**config.mk**
```make
export PLATFORM = sky130hd
export DESIGN_NAME = adder_sum_accumulator
export DESIGN_NICKNAME = d
export VERILOG_FILES = /design/src/rtl/adder_sum_accumulator.sv
export SDC_FILE = /design/constraint.sdc
export NUM_CORES = 1
export LEC_CHECK = 0
export BUFFER_PORTS_ARGS = -buffer_cell sky130_fd_sc_hd__buf_2
export CORE_MARGIN = 3
export CORE_UTILIZATION = 47
export DETAILED_ROUTE_END_ITERATION = 16
export PLACE_DENSITY_LB_ADDON = 0.2
export REMOVE_ABC_BUFFERS = 1
export SLEW_MARGIN = 0
export SYNTH_ARGS = -nofsm -noshare
export SYNTH_HDL_FRONTEND = slang
export SYNTH_SLANG_ARGS = --single-unit
```
**constraint.sdc**
```tcl
create_clock -name clk -period 1.8 [get_ports clk]
set_input_delay 0.09 -clock clk [delete_from_list [all_inputs] [get_ports clk]]
set_output_delay 0.09 -clock clk [all_outputs]
set_load 0.02 [all_outputs]
```
**src/rtl/adder_sum_accumulator.sv**
```systemverilog
// Batch accumulator for 2-bit full-adder results: sums N_SAMPLES values of {cout,sum}
// into a saturating ACC_W-bit register and hands the total off over valid/ready.
module adder_sum_accumulator #(
    parameter int unsigned ACC_W     = 8,
    parameter int unsigned N_SAMPLES = 4
) (
    input  logic             clk,
    input  logic             rst_n,
    input  logic             clear,
    input  logic             in_valid,
    output logic             in_ready,
    input  logic [1:0]       sum,
    input  logic             cout,
    output logic             out_valid,
    input  logic             out_ready,
    output logic [ACC_W-1:0] total,
    output logic             overflow,
    output logic             busy
);

    localparam int unsigned CNT_W = $clog2(N_SAMPLES + 1);
    localparam int unsigned SUM_W = ACC_W + 1;

    typedef enum logic [1:0] {
        IDLE  = 2'd0,
        ACCUM = 2'd1,
        DONE  = 2'd2
    } state_t;

    state_t           state;
    logic [ACC_W-1:0] acc;
    logic [CNT_W-1:0] cnt;

    logic [ACC_W-1:0] v_ext;
    logic [SUM_W-1:0] sum_ext;
    logic [ACC_W-1:0] sat_sum;
    logic [CNT_W-1:0] cnt_inc;
    logic             accept;
    logic             last;

    // Handshake is combinational so a source can stream one result per cycle.
    assign in_ready = (state != DONE) && !clear;
    assign accept   = in_valid && in_ready;

    // One extra bit catches the carry that triggers saturation.
    assign v_ext   = ACC_W'({cout, sum});
    assign sum_ext = SUM_W'(acc) + SUM_W'(v_ext);
    assign sat_sum = sum_ext[ACC_W] ? '1 : sum_ext[ACC_W-1:0];
    assign cnt_inc = cnt + CNT_W'(1);
    assign last    = (cnt_inc == CNT_W'(N_SAMPLES));

    // Batch FSM; total mirrors the value acc takes on every edge.
    always_ff @(posedge clk or negedge rst_n) begin
        if (!rst_n) begin
            state     <= IDLE;
            acc       <= '0;
            cnt       <= '0;
            total     <= '0;
            overflow  <= 1'b0;
            out_valid <= 1'b0;
            busy      <= 1'b0;
        end else if (clear) begin
            state     <= IDLE;
            acc       <= '0;
            cnt       <= '0;
            total     <= '0;
            overflow  <= 1'b0;
            out_valid <= 1'b0;
            busy      <= 1'b0;
        end else begin
            case (state)
                IDLE: begin
                    if (accept) begin
                        acc      <= v_ext;
                        total    <= v_ext;
                        cnt      <= CNT_W'(1);
                        overflow <= 1'b0;
                        if (N_SAMPLES == 32'd1) begin
                            state     <= DONE;
                            out_valid <= 1'b1;
                            busy      <= 1'b0;
                        end else begin
                            state <= ACCUM;
                            busy  <= 1'b1;
                        end
                    end
                end
                ACCUM: begin
                    if (accept) begin
                        acc      <= sat_sum;
                        total    <= sat_sum;
                        cnt      <= cnt_inc;
                        overflow <= overflow | sum_ext[ACC_W];
                        if (last) begin
                            state     <= DONE;
                            out_valid <= 1'b1;
                            busy      <= 1'b0;
                        end
                    end
                end
                DONE: begin
                    if (out_ready) begin
                        state     <= IDLE;
                        acc       <= '0;
                        cnt       <= '0;
                        total     <= '0;
                        overflow  <= 1'b0;
                        out_valid <= 1'b0;
                    end
                end
                default: begin
                    state     <= IDLE;
                    acc       <= '0;
                    cnt       <= '0;
                    total     <= '0;
                    overflow  <= 1'b0;
                    out_valid <= 1'b0;
                    busy      <= 1'b0;
                end
            endcase
        end
    end

endmodule

```
## Word level (Yosys, flattened, before mapping)

Index checks and enable logic that the tools add are counted.

| cells by class | value |
|---|---|
| add/subtract/negate cells | 2 |
| multipliers | 0 |
| divide/modulo/power cells | 0 |
| $lt $le $gt $ge | 0 |
| equal/unequal tests | 10 |
| shift-type cells | 0 |
| multiplexer cells | 31 |
| bitwise gates (word level) | 1 |
| reduce and logical (&&, ||, !) cells | 8 |

Operators with widths:

| cell | number |
|---|---|
| 2-to-1 mux 8 bit | 5 |
| one-hot mux 8 bit (3 select lines) | 1 |
| 2-to-1 mux 3 bit | 4 |
| inequality test 3 bit (second input constant) | 4 |
| AND reduction 4 bit | 3 |
| 2-to-1 mux 1 bit | 11 |
| 2-to-1 mux 2 bit | 5 |
| adder 8 x 3 -> 9 bit | 1 |
| one-hot mux 1 bit (3 select lines) | 3 |
| one-hot mux 3 bit (3 select lines) | 1 |
| inequality test 2 bit (second input constant) | 3 |
| one-hot mux 2 bit (3 select lines) | 1 |
| adder 3 x 1 -> 3 bit (second input constant) | 1 |
| equality test 3 bit (second input constant) | 1 |
| AND reduction 3 bit | 1 |
| equality test 2 x 1 -> 1 bit (second input constant) | 1 |
| equality test 2 bit (second input constant) | 1 |
| logical AND 1 bit | 2 |
| logical NOT 2 bit | 1 |
| logical NOT 1 bit | 1 |
| bitwise OR 1 bit | 1 |

| word-level totals | value |
|---|---|
| register bits after elaboration | 16 |
| bits in latches | 0 |
| bits in writable memories | 0 |
| ROM bits | 0 |
| input port bits | 8 |
| memories | 0 |

## Logic depth before layout (Yosys ltp)

Gate-level depths: netlist (run 1).

| logic depth | value |
|---|---|
| depth in word-level cells | 6 |
| depth in mapped cells | 6 |

## Worst setup path after synthesis (run 1)

Ideal clock, no wire load.

| timing path | value |
|---|---|
| path kind | reg-to-reg |
| from | register acc[0] |
| to | register acc[7] |
| setup time | 121 ps |
| arrival time | 1805 ps |
| path slack | -126 ps |
| cell stages (with the launch flop) | 7 |
| clock period less this slack | 1926 ps |
| cell sequence | dfrtp_1 -> ha_1 -> fa_1 -> and2_1 -> o21ai_1 -> a41oi_1 -> o22a_1 |

| between the ends | value |
|---|---|
| word-level cells in the longest chain between the ends | 5 |

RTL lines:

| element | RTL line | source |
|---|---|---|
| start: declaration | 31 | `logic [ACC_W-1:0] acc;` |
| start signal: assignment | 74 | `acc <= v_ext;` |
| start signal: assignment | 90 | `acc <= sat_sum;` |
| adder 8 x 3 -> 9 bit | 47 | `assign sum_ext = SUM_W'(acc) + SUM_W'(v_ext);` |
| 2-to-1 mux 8 bit | 48 | `assign sat_sum = sum_ext[ACC_W] ? '1 : sum_ext[ACC_W-1:0];` |
| 2-to-1 mux 8 bit | 89 | `if (accept) begin` |
| one-hot mux 8 bit (3 select lines) | 71 | `case (state)` |
| 2-to-1 mux 8 bit | 62 | `end else if (clear) begin` |

No other way between the ends. The select of a mux whose other input is x is not followed.
A chain may end at the register's enable or synchronous reset.

## Worst setup path in the final report (run 1)

Ends and elaborated chain as after synthesis.

==> results.py, run 1 <==
metrics = {
    "detailed_routing": {
        "vias_per_cell": 5.79,
        "antenna_left": 0,
        "wire_per_inst_um": 14.4,
        "drt-initial-drc-count": 27,
        "drc": 0,
        "first_pass_iters": 4,
        "wl_um": 2290,
        "vias": 920,
    },
    "synth": {
        "syn_area_per_cell_um2": 9.68,
        "seq_area_frac_synth": 0.380,
        "synth_cell_type_count": 40,
        "synth_edf_count": 0,
        "syn-instance-count": 109,
        "ys_ff_latch": 16,
        "syn-cell-area_mm2": 0.00105,
        "synth_flop_cell": "dfrtp_1",
        "ys_async_sr_fraction": 1.00,
        "yosys_warnings": 0,
    },
    "critical_path": {
        "crit_chain": "ha_2, fa_2, and2_4, o21ai_2, buf_4, a41oi_2, o22a_1",
        "cp.arrival_ns": 1.93,
        "cp.required_ns": 1.98,
        "r2r_cells": 7,
        "criticalPathCategory": "reg2reg",
        "critPathMaxFanout": 5,
        "cp_top_family": "adder cells",
        "regToRegSetupSlack_ns": 0.05,
        "slowest_delay_ns": 0.40,
        "worstSetupEndpointType": "register",
        "worstSetupStartpoint": "acc[0]$_DFFE_PN0P_",
        "r2r-start": "acc[0]$_DFFE_PN0P_",
        "slowest_stage": "dfrtp_1",
        "cp-start-kind": "register",
        "cp.buffers_inverters": 1,
        "worstReg2RegEnd": "acc[7]$_DFFE_PN0P_",
    },
    "timing": {
        "clock-skew-final_ns": 0.00529,
        "setup_slack_ns": 0.0530,
        "clock.fmax_ghz": 0.572,
        "relSlewSlack": 0.674,
        "drv_slew": 0,
        "finalCritPeriodShare": 0.971,
        "finalHoldViolations": 0,
        "fin_crit_ns": 1.75,
        "setup-violations-final": 0,
        "worst_pin_slew_ns": 0.476,
        "whs_ns": 0.0403,
    },
    "global_routing": {
        "grt_pass1_wl_um": 3920,
        "grt_antenna_before_repair": 0,
        "grt_max_degree": 17,
        "grt_usage": 0.189,
        "grt_pass1_vias": 852,
        "grt_remaining_overflow": 0,
    },
    "clock_network": {
        "numClockSinks": 16,
        "cts_root_buf": "clkbuf_4",
        "cts.clk_slew.worst_paths_ns": 0.09,
        "max-clock-path-buffers": 2,
        "cts_buffers": 3,
        "cts_tree": "yes",
        "insertion_delay_ns": 0.29,
        "h-tree-depth": 1,
    },
    "finish": {
        "multi_input_area_um2": 604,
        "num-nets-final": 148,
        "drive_gt1_frac": 0.326,
        "ff_latch_area_um2": 400,
        "final_util": 0.608,
        "syn2layout_area_growth_pct": 17.7,
        "fill_cells": 197,
        "n_antenna_cell": 0,
        "finalNonFillerCells": 159,
    },
    "die": {
        "ioPinCount": 20,
        "die_area_mm2": 0.00285,
        "rows": 16,
        "start_util": 0.517,
        "core_area_mm2": 0.00204,
        "fp.dieW_um": 53.4,
        "die_y_um": 53.4,
    },
    "pwr": {
        "combPwrFrac": 0.369,
        "pwr_density_cell_mw_per_mm2": 836,
        "power_leakage_uw": 0.000605,
        "sw_frac_of_total": 0.380,
        "peakVddDrop_uv": 489,
        "power_frac_seq": 0.450,
        "p_int_uw": 643,
        "p_sw_uw": 394,
        "power.share.clock": 0.181,
    },
    "placed_design": {
        "place.gp.congestion": 0.729,
        "port_buffers": 19,
        "dp_slack_ns": -0.00696,
        "hpwl_um": 1660,
        "dp_cells": 152,
    },
    "min_path": {
        "whs_endpoint": "acc[2]$_DFFE_PN0P_",
        "min_from": "cout",
        "whs_path_depth": 3,
        "hold_class": "in2reg",
    },
    "job": {
        "cap_violations": 0,
    },
    "status": {
        "status": "complete, no violations",
    },
}
## kinds of logic after synthesis
group	count (synthesis)	share of synthesized area
buf+inv	14	0.0795
simple gates	32	0.177
fa+ha+maj	6	0.0783
xor+xnor	2	0.0166
mux	1	0.00949
compound gates	38	0.260
flops	16	0.380
## metal layers
layer / vias to the layer above / global-route usage / wire [um]
met1: 441 / 0.264 / 1040
met2: 25 / 0.271 / 1110
met5: - / 0 / 0
met3: 0 / 0.0648 / 133
met4: 0 / 0.0553 / 0
li1: 454 / - / -
## cell usage after synthesis (2+ instances only)
cell | number | area share
o22ai_1 | 3 | 0.018
buf_4 | 2 | 0.014
inv_1 | 8 | 0.028
o21ai_0 | 6 | 0.028
ha_1 | 5 | 0.059
dfrtp_1 | 16 | 0.38
nand2_1 | 9 | 0.032
a31o_1 | 2 | 0.017
o211ai_1 | 2 | 0.014
nand4_1 | 3 | 0.018
nor3_1 | 2 | 0.0095
a21oi_1 | 8 | 0.038
buf_6 | 3 | 0.032
nor2_1 | 6 | 0.021
a31oi_1 | 3 | 0.018
nand3_1 | 4 | 0.019
nor2_2 | 2 | 0.012
a22oi_1 | 3 | 0.021
## sequential cells by signal, indices dropped and copies added, names as in the netlist
name       flops
acc            8
cnt            3
state          2
busy           1
out_valid      1
overflow       1
## power groups by stage
stage / logic [uW] / registers (uW) / clock network (uW)
finish: 383 / 467 / 188
global placement: 340 / 468 / 0
floorplan: 193 / 502 / 0
CTS: 357 / 465 / 199
detailed placement: 347 / 473 / 0
global route: 426 / 478 / 209
## what timing repair did
item	4_1_cts	5_1_grt
hold buffers	1	0
setup buffers	1	2
resized for setup	1	7
pin swaps	0	2
endpoints found under the hold margin	16	0
setup endpoints to repair	1	8
## placed cells by master (no fill, tap or decap), drive strengths merged
cell type,synthesis,layout
nand4bb,1,1
dlygate4sd3,0,1
xor2,1,1
o22ai,3,3
fa,1,1
a31o,2,2
xnor2,1,1
o21ai,7,7
and4bb,1,1
o2bb2a,1,1
and2,1,1
a41oi,1,1
nor2,8,8
a21oi,8,8
or3,1,1
nand4,3,3
a21o,1,1
nand2,9,9
nor3,3,3
o31ai,1,1
o211ai,2,2
a31oi,3,3
o21a,1,1
buf,6,25
mux2i,1,1
a2111oi,2,2
a22oi,4,4
nand3,4,4
clkbuf,0,3
dfrtp,16,16
ha,5,5
o22a,1,1
a22o,1,1
and3,1,1
inv,8,8
## per-stage QoR
step	setup TNS, ns	instance area, um^2	total power [uW]
CTS	0	1190	1020
floorplan	-0.237	1000	695
global placement	0	1150	808
detailed placement	-0.00696	1150	820
finish	0	1240	1040
global route	-0.00503	1240	1110
## cell type report
class,count,area share
inverters,8,0.0242
clock buffers,3,0.0181
well taps,27,0.0272
multi-input cells,79,0.487
flip-flops and latches,16,0.323
repair buffers,26,0.121
## tightest hold or removal path: stages
cell     delay, ns
buf_2         0.09
a22oi_1       0.06
nand2_1       0.05
## how the worst max path moves through the flow
stage | endpoint | slack (ns) | depth (start not counted)
global placement | acc[7]$_DFFE_PN0P_ | 0.04 | 7
finish | acc[7]$_DFFE_PN0P_ | 0.05 | 7
floorplan | acc[7]$_DFFE_PN0P_ | -0.13 | 6
global route | acc[7]$_DFFE_PN0P_ | -0.005 | 7
CTS | acc[7]$_DFFE_PN0P_ | 0.009 | 7
detailed placement | acc[7]$_DFFE_PN0P_ | -0.007 | 7
(Power assumes the default switching activity.)
==> inputs of run 2 (changes only) <==
--- a/config.mk
+++ b/config.mk
@@ -7,7 +7,7 @@
 export LEC_CHECK = 0
 export BUFFER_PORTS_ARGS = -buffer_cell sky130_fd_sc_hd__buf_2
 export CORE_MARGIN = 3
-export CORE_UTILIZATION = 47
+export CORE_UTILIZATION = 48
 export DETAILED_ROUTE_END_ITERATION = 16
 export PLACE_DENSITY_LB_ADDON = 0.2
 export REMOVE_ABC_BUFFERS = 1
==> run 2 against run 1 <==
  * Sequential power about the same
  * Global-route usage decreased by 0.49 points
  * Non-clock buffer count decreased by 2
  * Largest power group unchanged
==> results.py, run 2 (synthesis gave the netlist of run 1 again) <==
metrics = {
    "placed_design": {
        "hpwl_um": 1640,
        "dp_cells": 152,
        "port_buffers": 19,
        "dp_slack_ns": -0.0293,
        "place.gp.congestion": 0.859,
    },
    "detailed_routing": {
        "wl_um": 2260,
        "met1_length_um": 984,
        "met2_length_um": 1170,
        "antenna_left": 0,
        "wl_met3_um": 86,
        "vias": 923,
        "drt-initial-drc-count": 14,
        "first_pass_iters": 4,
        "wire_per_inst_um": 14.3,
        "drc": 0,
        "routed.top_layer": "met4",
        "vias_per_cell": 5.84,
    },
    "clock_network": {
        "max-clock-path-buffers": 2,
        "h-tree-depth": 1,
        "cts_tree": "yes",
        "numClockSinks": 16,
        "insertion_delay_ns": 0.28,
        "cts_root_buf": "clkbuf_4",
        "cts.clk_slew.worst_paths_ns": 0.10,
        "cts_buffers": 3,
    },
    "timing": {
        "whs_ns": 0.0498,
        "finalHoldViolations": 0,
        "worst_pin_slew_ns": 0.479,
        "setup-violations-final": 0,
        "drv_slew": 0,
        "relSlewSlack": 0.679,
        "clock-skew-final_ns": 0.00474,
        "clock.fmax_ghz": 0.567,
        "finalCritPeriodShare": 0.980,
        "setup_slack_ns": 0.0351,
        "fin_crit_ns": 1.76,
        "rsz0062_at_grt": "yes",
    },
    "critical_path": {
        "cp-start-kind": "register",
        "cp.required_ns": 1.98,
        "worstSetupEndpointType": "register",
        "criticalPathCategory": "reg2reg",
        "critPathMaxFanout": 5,
        "cp.arrival_ns": 1.94,
    },
    "finish": {
        "top_register": "acc",
        "drive_gt1_frac": 0.298,
        "final_cell_mix": "buf_2, dfrtp_1, nand2_1",
        "syn2layout_area_growth_pct": 15.8,
        "mostFrequentLayoutCell": "buf_2",
        "finalNonFillerCells": 158,
        "largest_reg_flops": 8,
        "final_util": 0.604,
        "top_regs": "acc (8), cnt (3), state (2)",
        "n_antenna_cell": 0,
        "fill_cells": 180,
        "num-nets-final": 146,
    },
    "job": {
        "cap_violations": 0,
    },
    "global_routing": {
        "grt_usage": 0.184,
        "grt_antenna_before_repair": 0,
        "grt_max_degree": 17,
        "grt_pass1_wl_um": 3820,
        "grt_remaining_overflow": 0,
        "grt_pass1_vias": 883,
    },
    "die": {
        "core_area_mm2": 0.00202,
        "start_util": 0.522,
        "rows": 16,
        "fp.dieW_um": 52.9,
        "die_y_um": 52.9,
        "die_area_mm2": 0.00280,
        "ioPinCount": 20,
    },
    "status": {
        "status": "complete, no violations",
    },
    "pwr": {
        "peakVddDrop_uv": 493,
        "pwr_density_cell_mw_per_mm2": 872,
        "power_leakage_uw": 0.000585,
        "fin_total_pwr_uw": 1060,
    },
    "min_path": {
        "hold_class": "in2reg",
    },
}
## run 2: cell count changes in the layout (fill, tap and decap cells not counted), sizes merged
| cell | before | now |
|---|---|---|
| buf | 25 | 23 |
| clkbuf | 3 | 4 |
## run 2: routing by layer
layer | up-vias | GRT usage
li1 | 449 | -
met1 | 451 | 0.229
met2 | 19 | 0.322
met3 | 4 | 0.0338
met4 | 0 | 0.0511
met5 | - | 0
## run 2: layout make-up
cell class | instances | area, um^2 | share of cell area
inverter | 8 | 30.0 | 0.0246
tap | 27 | 33.8 | 0.0277
clock buffer | 4 | 36.3 | 0.0297
sequential | 16 | 400 | 0.328
multi-input combinational | 79 | 586 | 0.480
timing repair buffer | 24 | 135 | 0.111
## run 2: critical path, stage by stage, from the launching register on
cell,delay (ns)
dfrtp_1,0.39
ha_2,0.19
fa_2,0.34
and2_1,0.16
o21ai_1,0.11
buf_4,0.15
a41oi_1,0.13
o22a_1,0.18
## run 2: path summary, 6_finish.rpt
path	startpoint	end	slack, ns	depth (start not counted)
min in group asynchronous	rst_n	acc[1]$_DFFE_PN0P_	0.24	2
max in group asynchronous	rst_n	acc[7]$_DFFE_PN0P_	1.29	2
max reg2reg	acc[0]$_DFFE_PN0P_	acc[7]$_DFFE_PN0P_	0.04	7
min	cout	acc[2]$_DFFE_PN0P_	0.05	3
min reg2reg	out_valid$_DFFE_PN0P_	out_valid$_DFFE_PN0P_	0.54	2
max	acc[0]$_DFFE_PN0P_	acc[7]$_DFFE_PN0P_	0.04	7
## run 2: timing repair
item | in CTS | in global routing
setup buffers | 1 | 0
hold buffers | 1 | 0
gates resized for setup | 1 | 3
endpoints found under the setup margin | 1 | 3
endpoints found under the hold margin | 16 | 0
## run 2: power by group
part           internal, uW  total, uW  switching (uW)
logic                   149        361             212
clock network           123        239             116
registers               405        464            59.6
total                   677       1060             387
## run 2: through the flow
step                TNS [ns]  cell area (um^2)
detailed placement   -0.0293              1150
CTS                        0              1210
global placement           0              1150
floorplan             -0.237              1000
global route         -0.0339              1220
finish                     0              1220
